==> src/rtl/fsm_seq_pkg.sv <==
// ---------------------------------------------------------------------------
// Package: fsm_seq_pkg
// Shared types, default sizes and helpers for the ring sequencer slice.
//   ctrl_state_e   : controller state (IDLE, DWELL, STEP, WAIT), 2 bits
//   *_DEF          : default ring length, state width and dwell width
//   ringNext()     : successor of a ring state, wrapping to 0 after the last
// ---------------------------------------------------------------------------
package fsm_seq_pkg;

    localparam int NUM_STATES_DEF = 9;
    localparam int ST_W_DEF       = 4;
    localparam int DWELL_W_DEF    = 8;

    typedef enum logic [1:0] {
        IDLE  = 2'd0,
        DWELL = 2'd1,
        STEP  = 2'd2,
        WAIT  = 2'd3
    } ctrl_state_e;

    // Successor of ring state cur in a ring of num states. Anything at or past
    // the last legal state wraps back to 0, so a corrupted index cannot run off.
    function automatic int unsigned ringNext(input int unsigned cur,
                                             input int unsigned num);
        if (cur >= num - 32'd1) begin
            return 32'd0;
        end
        return cur + 32'd1;
    endfunction

endpackage

==> src/rtl/fsm_dwell_table.sv <==
// ---------------------------------------------------------------------------
// Module: fsm_dwell_table
// Per-state dwell register file for the ring sequencer.
// NUM_STATES entries of DWELL_W bits, one synchronous write port and one
// asynchronous read port. All entries clear to 0 on reset.
// Ports:
//   clock    in   rising-edge clock
//   reset    in   asynchronous active-high reset
//   wr_en    in   write strobe
//   wr_addr  in   write index; indices >= NUM_STATES are dropped
//   wr_data  in   dwell value to store
//   rd_addr  in   read index; indices >= NUM_STATES read as 0
//   rd_data  out  dwell value at rd_addr (combinational)
// ---------------------------------------------------------------------------
module fsm_dwell_table
    import fsm_seq_pkg::*;
#(
    parameter int NUM_STATES = NUM_STATES_DEF,
    parameter int ST_W       = ST_W_DEF,
    parameter int DWELL_W    = DWELL_W_DEF
) (
    input  logic               clock,
    input  logic               reset,
    input  logic               wr_en,
    input  logic [ST_W-1:0]    wr_addr,
    input  logic [DWELL_W-1:0] wr_data,
    input  logic [ST_W-1:0]    rd_addr,
    output logic [DWELL_W-1:0] rd_data
);

    logic [DWELL_W-1:0] mem_q [NUM_STATES];

    // Storage. Because the read port is combinational off these registers, a
    // write and a read of the same entry in one cycle returns the old value;
    // the new value is seen from the following cycle onward.
    always_ff @(posedge clock or posedge reset) begin
        if (reset) begin
            for (int i = 0; i < NUM_STATES; i++) begin
                mem_q[i] <= '0;
            end
        end else if (wr_en && (32'(wr_addr) < NUM_STATES)) begin
            mem_q[wr_addr] <= wr_data;
        end
    end

    // Read port, guarded so an out-of-range index never reaches the array.
    always_comb begin
        rd_data = '0;
        if (32'(rd_addr) < NUM_STATES) begin
            rd_data = mem_q[rd_addr];
        end
    end

endmodule

==> src/rtl/fsm_seq_ctrl.sv <==
// ---------------------------------------------------------------------------
// Module: fsm_seq_ctrl
// Sequencer for a NUM_STATES-state ring datapath. Holds each ring state for a
// programmable dwell D (D+3 cycles per state), then issues a single-cycle
// advance pulse (adv one-hot + en) and checks that the ring reports the
// expected successor state before moving on.
// Connections: adv -> ring i0..i(N-1), en -> ring en, ring y -> st_in.
// Ports:
//   clock     in   rising-edge clock
//   reset     in   asynchronous active-high reset, clears all state
//   cfg_we    in   dwell table write strobe (allowed while busy)
//   cfg_addr  in   dwell table index
//   cfg_data  in   dwell value D
//   start     in   begin a sequence (only looked at in IDLE, beats stop)
//   stop      in   abort the sequence (ignored in IDLE and STEP)
//   st_in     in   ring state reported by the datapath
//   adv       out  one-hot advance, asserted only with en
//   en        out  ring enable pulse (controller in STEP)
//   busy      out  controller not in IDLE
//   done      out  one-cycle pulse when the ring wraps back to state 0
//   err       out  sticky flag: ring mismatch or start with ring not at 0
// Build option:
//   SEQ_CTRL_LOOP_EN  defined   -> keep cycling passes until stop
//                     undefined -> single pass, return to IDLE on wrap
// ---------------------------------------------------------------------------
module fsm_seq_ctrl
    import fsm_seq_pkg::*;
#(
    parameter int NUM_STATES = NUM_STATES_DEF,
    parameter int ST_W       = ST_W_DEF,
    parameter int DWELL_W    = DWELL_W_DEF
) (
    input  logic                  clock,
    input  logic                  reset,
    input  logic                  cfg_we,
    input  logic [ST_W-1:0]       cfg_addr,
    input  logic [DWELL_W-1:0]    cfg_data,
    input  logic                  start,
    input  logic                  stop,
    input  logic [ST_W-1:0]       st_in,
    output logic [NUM_STATES-1:0] adv,
    output logic                  en,
    output logic                  busy,
    output logic                  done,
    output logic                  err
);

    ctrl_state_e        ctrl_q;
    logic [ST_W-1:0]    exp_q;
    logic [ST_W-1:0]    exp_d;
    logic [DWELL_W-1:0] cnt_q;
    logic               done_q;
    logic               err_q;
    logic [ST_W-1:0]    tbl_addr;
    logic [DWELL_W-1:0] tbl_data;

    // The ring state the controller expects to see after the pending advance.
    assign exp_d = ST_W'(ringNext(32'(exp_q), NUM_STATES));

    // Only two loads ever happen: entry 0 when a sequence is accepted from
    // IDLE, and the successor entry when WAIT confirms the ring has moved.
    // Every other cycle the read value is ignored, so exp_d is a safe default.
    assign tbl_addr = (ctrl_q == IDLE) ? '0 : exp_d;

    fsm_dwell_table #(
        .NUM_STATES (NUM_STATES),
        .ST_W       (ST_W),
        .DWELL_W    (DWELL_W)
    ) u_dwell_table (
        .clock   (clock),
        .reset   (reset),
        .wr_en   (cfg_we),
        .wr_addr (cfg_addr),
        .wr_data (cfg_data),
        .rd_addr (tbl_addr),
        .rd_data (tbl_data)
    );

    // Controller FSM. DWELL counts the loaded dwell down to 0 (D+1 cycles),
    // STEP issues the advance for exactly one cycle, WAIT checks the ring's
    // answer. done is cleared every cycle so it can only ever be one cycle wide.
    // stop is deliberately not looked at in STEP: the pulse is already out, so
    // the ring has moved regardless and WAIT still gets to see the result.
    always_ff @(posedge clock or posedge reset) begin
        if (reset) begin
            ctrl_q <= IDLE;
            exp_q  <= '0;
            cnt_q  <= '0;
            done_q <= 1'b0;
            err_q  <= 1'b0;
        end else begin
            done_q <= 1'b0;
            case (ctrl_q)
                IDLE: begin
                    if (start) begin
                        if (st_in == '0) begin
                            ctrl_q <= DWELL;
                            cnt_q  <= tbl_data;
                            exp_q  <= '0;
                            err_q  <= 1'b0;
                        end else begin
                            err_q  <= 1'b1;
                        end
                    end
                end
                DWELL: begin
                    if (stop) begin
                        ctrl_q <= IDLE;
                    end else if (cnt_q == '0) begin
                        ctrl_q <= STEP;
                    end else begin
                        cnt_q  <= cnt_q - DWELL_W'(1);
                    end
                end
                STEP: begin
                    ctrl_q <= WAIT;
                end
                WAIT: begin
                    if (stop) begin
                        ctrl_q <= IDLE;
                    end else if (st_in != exp_d) begin
                        err_q  <= 1'b1;
                        ctrl_q <= IDLE;
                    end else begin
                        exp_q  <= exp_d;
                        cnt_q  <= tbl_data;
                        if (exp_d == '0) begin
                            done_q <= 1'b1;
`ifdef SEQ_CTRL_LOOP_EN
                            ctrl_q <= DWELL;
`else
                            ctrl_q <= IDLE;
`endif
                        end else begin
                            ctrl_q <= DWELL;
                        end
                    end
                end
                default: begin
                    ctrl_q <= IDLE;
                end
            endcase
        end
    end

    // Outputs decoded straight from registered state so that an asynchronous
    // reset drops adv/en immediately, without waiting for a clock edge.
    assign en   = (ctrl_q == STEP);
    assign adv  = en ? (NUM_STATES'(1) << exp_q) : '0;
    assign busy = (ctrl_q != IDLE);
    assign done = done_q;
    assign err  = err_q;

endmodule

==> config.mk <==
export PLATFORM = sky130hd
export DESIGN_NAME = fsm_seq_ctrl
export DESIGN_NICKNAME = d
export VERILOG_FILES = /design/src/rtl/fsm_seq_pkg.sv /design/src/rtl/fsm_dwell_table.sv /design/src/rtl/fsm_seq_ctrl.sv
export SDC_FILE = /design/constraint.sdc
export NUM_CORES = 1
export LEC_CHECK = 0
export ABC_AREA = 1
export BUFFER_PORTS_ARGS = -buffer_cell sky130_fd_sc_hd__buf_2
export CAP_MARGIN = 10
export CORE_MARGIN = 8
export CORE_UTILIZATION = 30
export CTS_CLUSTER_SIZE = 25
export DETAILED_ROUTE_END_ITERATION = 6
export SYNTH_ARGS = -nofsm -noshare
export SYNTH_HDL_FRONTEND = slang
export SYNTH_SLANG_ARGS = --single-unit
==> constraint.sdc <==
create_clock -name clock -period 4.52 [get_ports clock]
set_clock_uncertainty 0.2 [all_clocks]
set_input_delay 0.226 -clock clock [delete_from_list [all_inputs] [get_ports clock]]
set_output_delay 0.226 -clock clock [all_outputs]
set_load 0.02 [all_outputs]
==> impl_metrics.py, run 1 <==
metrics = {
    "synth": {
        "synthMuxAreaShare_pct": 0,
        "synth_top_cell_by_area": "dfrtp_1",
        "synth_fa_ha_area_share_pct": 2.11,
        "synth_nets": 659,
        "netlist_instances": 630,
        "synth_compound_area_share_pct": 14.3,
        "synth_seq_cells": 88,
        "synthTopCellsByCount": "nand2_1 (171), dfrtp_1 (88), nor2_1 (74)",
        "synth-simple-area-share_pct": 29.9,
        "synth_top_family_by_area": "simple AND/OR/NAND/NOR gates",
        "avgSynthCellArea_um2": 7.53,
        "synth_most_common_cell": "nand2_1",
        "synth-xor-area-share_pct": 0.185,
        "async_flop_share_pct": 100,
        "ys_warn_count": 0,
        "yosysSeqAreaShare_pct": 46.4,
        "ys_top_cells_by_area": "dfrtp_1 (46%), nand2_1 (14%), a21oi_1 (7.4%), nor2_1 (5.9%), nand3_1 (5.5%)",
        "synth-edff-count": 0,
        "ys.flop_type": "dfrtp_1",
        "syn_area_um2": 4750,
        "ys_types": 30,
        "synth_top_cell_area_share_pct": 46.4,
    },
    "critical_path": {
        "crit_fanout": 11,
        "start_kind": "register",
        "cp_cell_sequence": "ha_1 > ha_1 > nor2_1 > xnor2_1 > nand3_1 > nand2_1 > nand2_1 > nor2_1 > a21oi_1",
        "critPathSlowestCell": "dfrtp_1",
        "cp.required_ns": 4.55,
        "end_kind": "register",
        "crit_type": "register to register",
        "max_stage_delay_ns": 0.44,
        "rr_worst_depth": 9,
        "cp.arrival_ns": 2.63,
    },
    "clocking": {
        "cts.path.max_buffers": 2,
        "cts_tree": "yes",
        "cts_buffers": 9,
        "clock_sink_count": 88,
        "cts_resized": 0,
        "clk_latency_ns": 0.35,
        "postCtsHoldBufs": 10,
        "cts_root_buffer": "clkbuf_16",
        "path_clk_slew_ns": 0.06,
        "htree_levels": 3,
        "cts_setup_buffers": 0,
    },
    "placed_design": {
        "portBuffers": 33,
        "post-place-ws_ns": 1.69,
        "gp_congestion": 0.840,
        "hpwlAfterDp_um": 8960,
    },
    "routing": {
        "final_antenna_net_count": 0,
        "wirelength_um": 12500,
        "drc": 0,
        "drt_iter0_drc": 363,
        "wire_per_inst_um": 14.0,
        "dr.pass1.iters": 7,
        "vias": 4115,
        "vias_per_cell": 4.62,
    },
    "cells_and_area": {
        "seqCellArea_um2": 2200,
        "n_fill_cell": 1677,
        "syn_to_final_growth_pct": 15.7,
        "layout.nets": 699,
        "multiInputGateArea_um2": 2210,
        "n_antenna_cell": 0,
        "drive_gt1_share_pct": 11.9,
    },
    "global_route": {
        "grtUsageTotal_pct": 13.4,
        "antenna_found_initial": 0,
        "overflow": 0,
        "first_global_vias": 4132,
        "grt_pass1_wl_um": 21300,
        "grt_max_degree": 55,
    },
    "sta": {
        "slew_headroom_pct": 43.1,
        "slew_violations": 0,
        "hold_violations": 0,
        "setup_slack_ns": 1.91,
        "period_share_pct": 57.7,
        "holdWs_ns": 0.0688,
        "period_needed_ns": 2.61,
        "fin_setup_tns_ns": 0,
        "rsz0062_at_grt": "no",
        "max_freq_ghz": 0.384,
        "tightest_slew_ns": 0.850,
        "setup-violations-final": 0,
    },
    "power": {
        "power.density_nw_per_um2": 494,
        "p_leak_nw": 2.58,
        "ir_drop_mv": 0.216,
    },
    "die": {
        "dieArea_um2": 20100,
        "die_h_um": 142,
        "die_w_um": 142,
        "core-area_um2": 15700,
        "row_count": 46,
        "start_util_pct": 30.3,
        "io_pins": 34,
    },
    "hold_path": {
        "hold_depth": 5,
        "hp-class": "input port to register",
    },
    "status": {
        "status": "finished, final reports clean",
    },
    "flow_run": {
        "drv_cap": 0,
    },
}
## stage by stage
stage / utilization, % / cells / area (um2) / power, mW
2_1_floorplan: - / 630 / 4750 / 1.73
3_3_place_gp: 32.5 / 864 / 5090 / 1.95
3_5_place_dp: 32.5 / 864 / 5090 / 1.96
4_1_cts: 35.0 / 889 / 5480 / 2.72
5_1_grt: 35.1 / 890 / 5490 / 2.91
6_report: 35.1 / 890 / 5490 / 2.71
## cell usage in the layout, fill, tap and decap left out, types with 2 or more instances in the layout
cell | netlist | layout
nand2_1 | 171 | 171
dfrtp_1 | 88 | 88
nor2_1 | 74 | 74
a21oi_1 | 70 | 70
inv_1 | 59 | 58
nand3_1 | 52 | 52
o21ai_0 | 43 | 43
buf_2 | 8 | 33
dlygate4sd3_1 | 0 | 10
clkbuf_16 | 0 | 9
ha_1 | 8 | 8
nor2_4 | 7 | 7
nor3_1 | 7 | 7
nand2_2 | 5 | 5
a21oi_2 | 5 | 5
nor2_2 | 4 | 4
o21ai_1 | 4 | 4
nand3_2 | 3 | 3
clkinv_2 | 0 | 3
buf_4 | 2 | 3
nand4_1 | 2 | 2
nand3b_1 | 2 | 2
## per-layer routing
layer,wire length [um],global-route usage [%],vias up
met1,5830,16.6,1893
met2,5840,22.2,94
met4,240,5.09,0
li1,-,-,2109
met5,0,0,-
met3,557,3.09,19
## path summary, 6_finish.rpt
check                         start                 endpoint  slack (ns)
max                        exp_q[0]                 cnt_q[1]        1.91
min reg2reg                     err                      err        0.27
max reg2reg                exp_q[0]                 cnt_q[1]        1.91
max in group asynchronous     reset  u_dwell_table.mem_q[14]        2.68
min                           start                      err        0.07
min in group asynchronous     reset                 exp_q[1]        0.30
## sequential cells by signal, indices dropped and copies added, names as in the netlist, named ones only
register,count
err,1
u_dwell_table.mem_q,72
cnt_q,8
exp_q,4
done,1
ctrl_q,1
## where the power goes
part	internal, mW	switching, mW	leakage [nW]	total, mW
clock	0.440	0.311	0.145	0.751
sequential	0.987	0.123	1.07	1.11
combinational	0.288	0.559	1.37	0.847
## critical path: cells and delay by family (launching register included)
| family | cells | cell delay [ns] |
|---|---|---|
| flip-flops | 1 | 0.44 |
| XOR/XNOR | 1 | 0.15 |
| AND/OR/NAND/NOR | 5 | 1.09 |
| AO/OA/AOI/OAI | 1 | 0.08 |
| adder cells (fa/ha/maj) | 2 | 0.53 |
## final cells by class
| type | instances | area share (%) |
|---|---|---|
| repair buffers | 46 | 5.24 |
| inverters | 60 | 4.13 |
| well taps | 216 | 4.92 |
| multi-input cells | 465 | 40.2 |
| flip-flops and latches | 88 | 40.1 |
| clock inverters | 5 | 1.03 |
| clock buffers | 10 | 4.35 |
## logic make-up (layout without fill, tap and decap cells)
kind of cell               count (synthesis)  after routing
AOI/OAI and AO/OA                        127            127
xor gates and xnor gates                   1              1
adders and majority gates                  8              8
buffers and inverters                     77            121
DFF                                       88             88
and+or+nand+nor                          329            329
No activity file was read; power rests on OpenSTA's default activity.
==> run 2: changes to the inputs <==
- clock period: 4.52 -> 2.2 ns (I/O delays scaled with it)
==> run 2 against run 1 <==
Highest routed layer unchanged. Critical endpoint is now cnt_q[4]. Sequential power grew 100%. Total power grew 110%. Non-clock buffer count grew 29. Design area grew 7.2%.
==> impl_metrics.py, run 2 (same netlist as run 1, synthesis figures left out) <==
metrics = {
    "status": {
        "status": "finished, final reports clean",
    },
    "die": {
        "start_util_pct": 30.3,
        "die_h_um": 142,
        "core-area_um2": 15700,
        "dieArea_um2": 20100,
        "io_pins": 34,
        "row_count": 46,
        "die_w_um": 142,
    },
    "critical_path": {
        "crit_fanout": 8,
        "cp.required_ns": 2.28,
        "r2r_start": "exp_q[1]",
        "end_kind": "register",
        "r2r_slack_ns": 0.07,
        "cp.arrival_ns": 2.20,
        "rr_worst_depth": 11,
        "crit_type": "register to register",
        "start_kind": "register",
        "r2r-end": "cnt_q[4]",
    },
    "power": {
        "switching_share_pct": 36.8,
        "internal_power_mw": 3.59,
        "power_mw": 5.69,
        "ir_drop_mv": 0.413,
        "p_seq_share_pct": 40.0,
        "clockPowerShare_pct": 26.1,
        "comb_power_share_pct": 33.9,
        "p_leak_nw": 2.73,
        "switchingPower_mw": 2.09,
        "power.density_nw_per_um2": 966,
    },
    "cells_and_area": {
        "largest_register_ffs": 72,
        "stdcell_count": 920,
        "syn_to_final_growth_pct": 24.0,
        "layout.nets": 728,
        "finish.utilization_pct": 37.6,
        "n_antenna_cell": 0,
        "n_fill_cell": 1679,
        "reg_top3": "u_dwell_table.mem_q x72, cnt_q x8, exp_q x4",
        "drive_gt1_share_pct": 18.3,
        "layout_common_cells": "nand2_1 (163), dfrtp_1 (88), nor2_1 (70)",
        "design_area_um2": 5880,
        "final_common_cell": "nand2_1",
        "largest_register": "u_dwell_table.mem_q",
    },
    "clocking": {
        "cts_buffers": 9,
        "clock_sink_count": 88,
        "htree_levels": 3,
        "clk_latency_ns": 0.35,
        "cts.path.max_buffers": 2,
        "path_clk_slew_ns": 0.06,
        "cts_tree": "yes",
        "cts_root_buffer": "clkbuf_16",
    },
    "hold_path": {
        "hold_end": "ctrl_q[0]",
        "hp-class": "input port to register",
        "hold_depth": 6,
        "worstHoldStart": "st_in[1]",
    },
    "routing": {
        "drc": 0,
        "drt_iter0_drc": 224,
        "wirelength_um": 12600,
        "vias": 4254,
        "final_antenna_net_count": 0,
        "wire_per_inst_um": 13.7,
        "vias_per_cell": 4.62,
        "dr.pass1.iters": 5,
    },
    "flow_run": {
        "drv_cap": 0,
    },
    "placed_design": {
        "hpwlAfterDp_um": 9250,
        "post-place-ws_ns": -0.0904,
        "place_area_um2": 5340,
        "gp_congestion": 0.822,
        "portBuffers": 33,
        "dp.cells": 889,
    },
    "global_route": {
        "overflow": 0,
        "grtUsageTotal_pct": 13.2,
        "grt_pass1_wl_um": 21200,
        "grt_max_degree": 41,
        "antenna_found_initial": 0,
        "first_global_vias": 4256,
    },
    "sta": {
        "slew_headroom_pct": 61.8,
        "hold_violations": 0,
        "max_freq_ghz": 0.470,
        "period_share_pct": 96.7,
        "setup-violations-final": 0,
        "setup_slack_ns": 0.0723,
        "holdWs_ns": 0.0505,
        "rsz0062_at_grt": "yes",
        "fin_setup_tns_ns": 0,
        "period_needed_ns": 2.13,
        "tightest_slew_ns": 0.571,
        "slew_violations": 0,
    },
}
run 2: cell types whose count changed in the layout (fill, tap and decap cells not counted), sizes merged:
cell	before	now
buf	36	60
dlygate4sd3	10	15
clkinvlp	1	2
bufinv	1	0
clkbuf	10	13
clkinv	3	1
run 2: per-layer routing:
layer,vias to the layer above,part of all wire [%],global-route usage (%)
li1,2182,-,-
met1,1966,47,16.4
met2,93,47,22.1
met3,13,4.9,3.29
met4,0,1.3,4.18
met5,-,0,0
run 2: layout make-up:
| type | count | area [um2] | area share, % |
|---|---|---|---|
| clock inverters | 3 | 25.0 | 0.425 |
| flip-flops and latches | 88 | 2200 | 37.4 |
| multi-input cells | 465 | 2320 | 39.4 |
| clock buffers | 13 | 260 | 4.42 |
| inverters | 60 | 229 | 3.89 |
| repair buffers | 75 | 581 | 9.87 |
| well taps | 216 | 270 | 4.59 |
run 2: how the worst max path moves through the flow:
stage | from | end | slack, ns | cells after the start
after CTS | exp_q[1] | cnt_q[4] | 0.0004 | 11
final | exp_q[1] | cnt_q[4] | 0.07 | 11
after global placement | exp_q[0] | cnt_q[7] | -0.07 | 11
after detailed placement | exp_q[1] | cnt_q[7] | -0.09 | 11
after global routing | exp_q[1] | cnt_q[1] | -0.02 | 11
after floorplan | exp_q[0] | exp_q[0] | 0.06 | 10
run 2: critical path: stages (launching register included):
cell and delay, ns:
dfrtp_1 0.42, ha_2 0.23, ha_4 0.27, inv_1 0.04, nand2_2 0.07, nand2_2 0.07
o21ai_2 0.18, buf_12 0.14, nand2_1 0.06, a21oi_2 0.15, nand2_1 0.08, a21oi_2 0.13
run 2: power groups by stage:
stage,Sequential [mW],Combinational [mW],Clock (mW)
5_1_grt,2.33,2.21,1.57
2_1_floorplan,2.24,1.30,0
3_5_place_dp,2.30,1.85,0
3_3_place_gp,2.29,1.83,0
4_1_cts,2.27,1.88,1.52
6_report,2.27,1.93,1.48
run 2: timing repair:
action | in CTS | in global routing
hold endpoints to repair | 60 | 0
hold buffers | 15 | 0
gates resized for setup | 6 | 23
buffers inserted | 0 | 0
pin swaps | 1 | 9
setup endpoints to repair | 8 | 14
gates cloned | 0 | 0
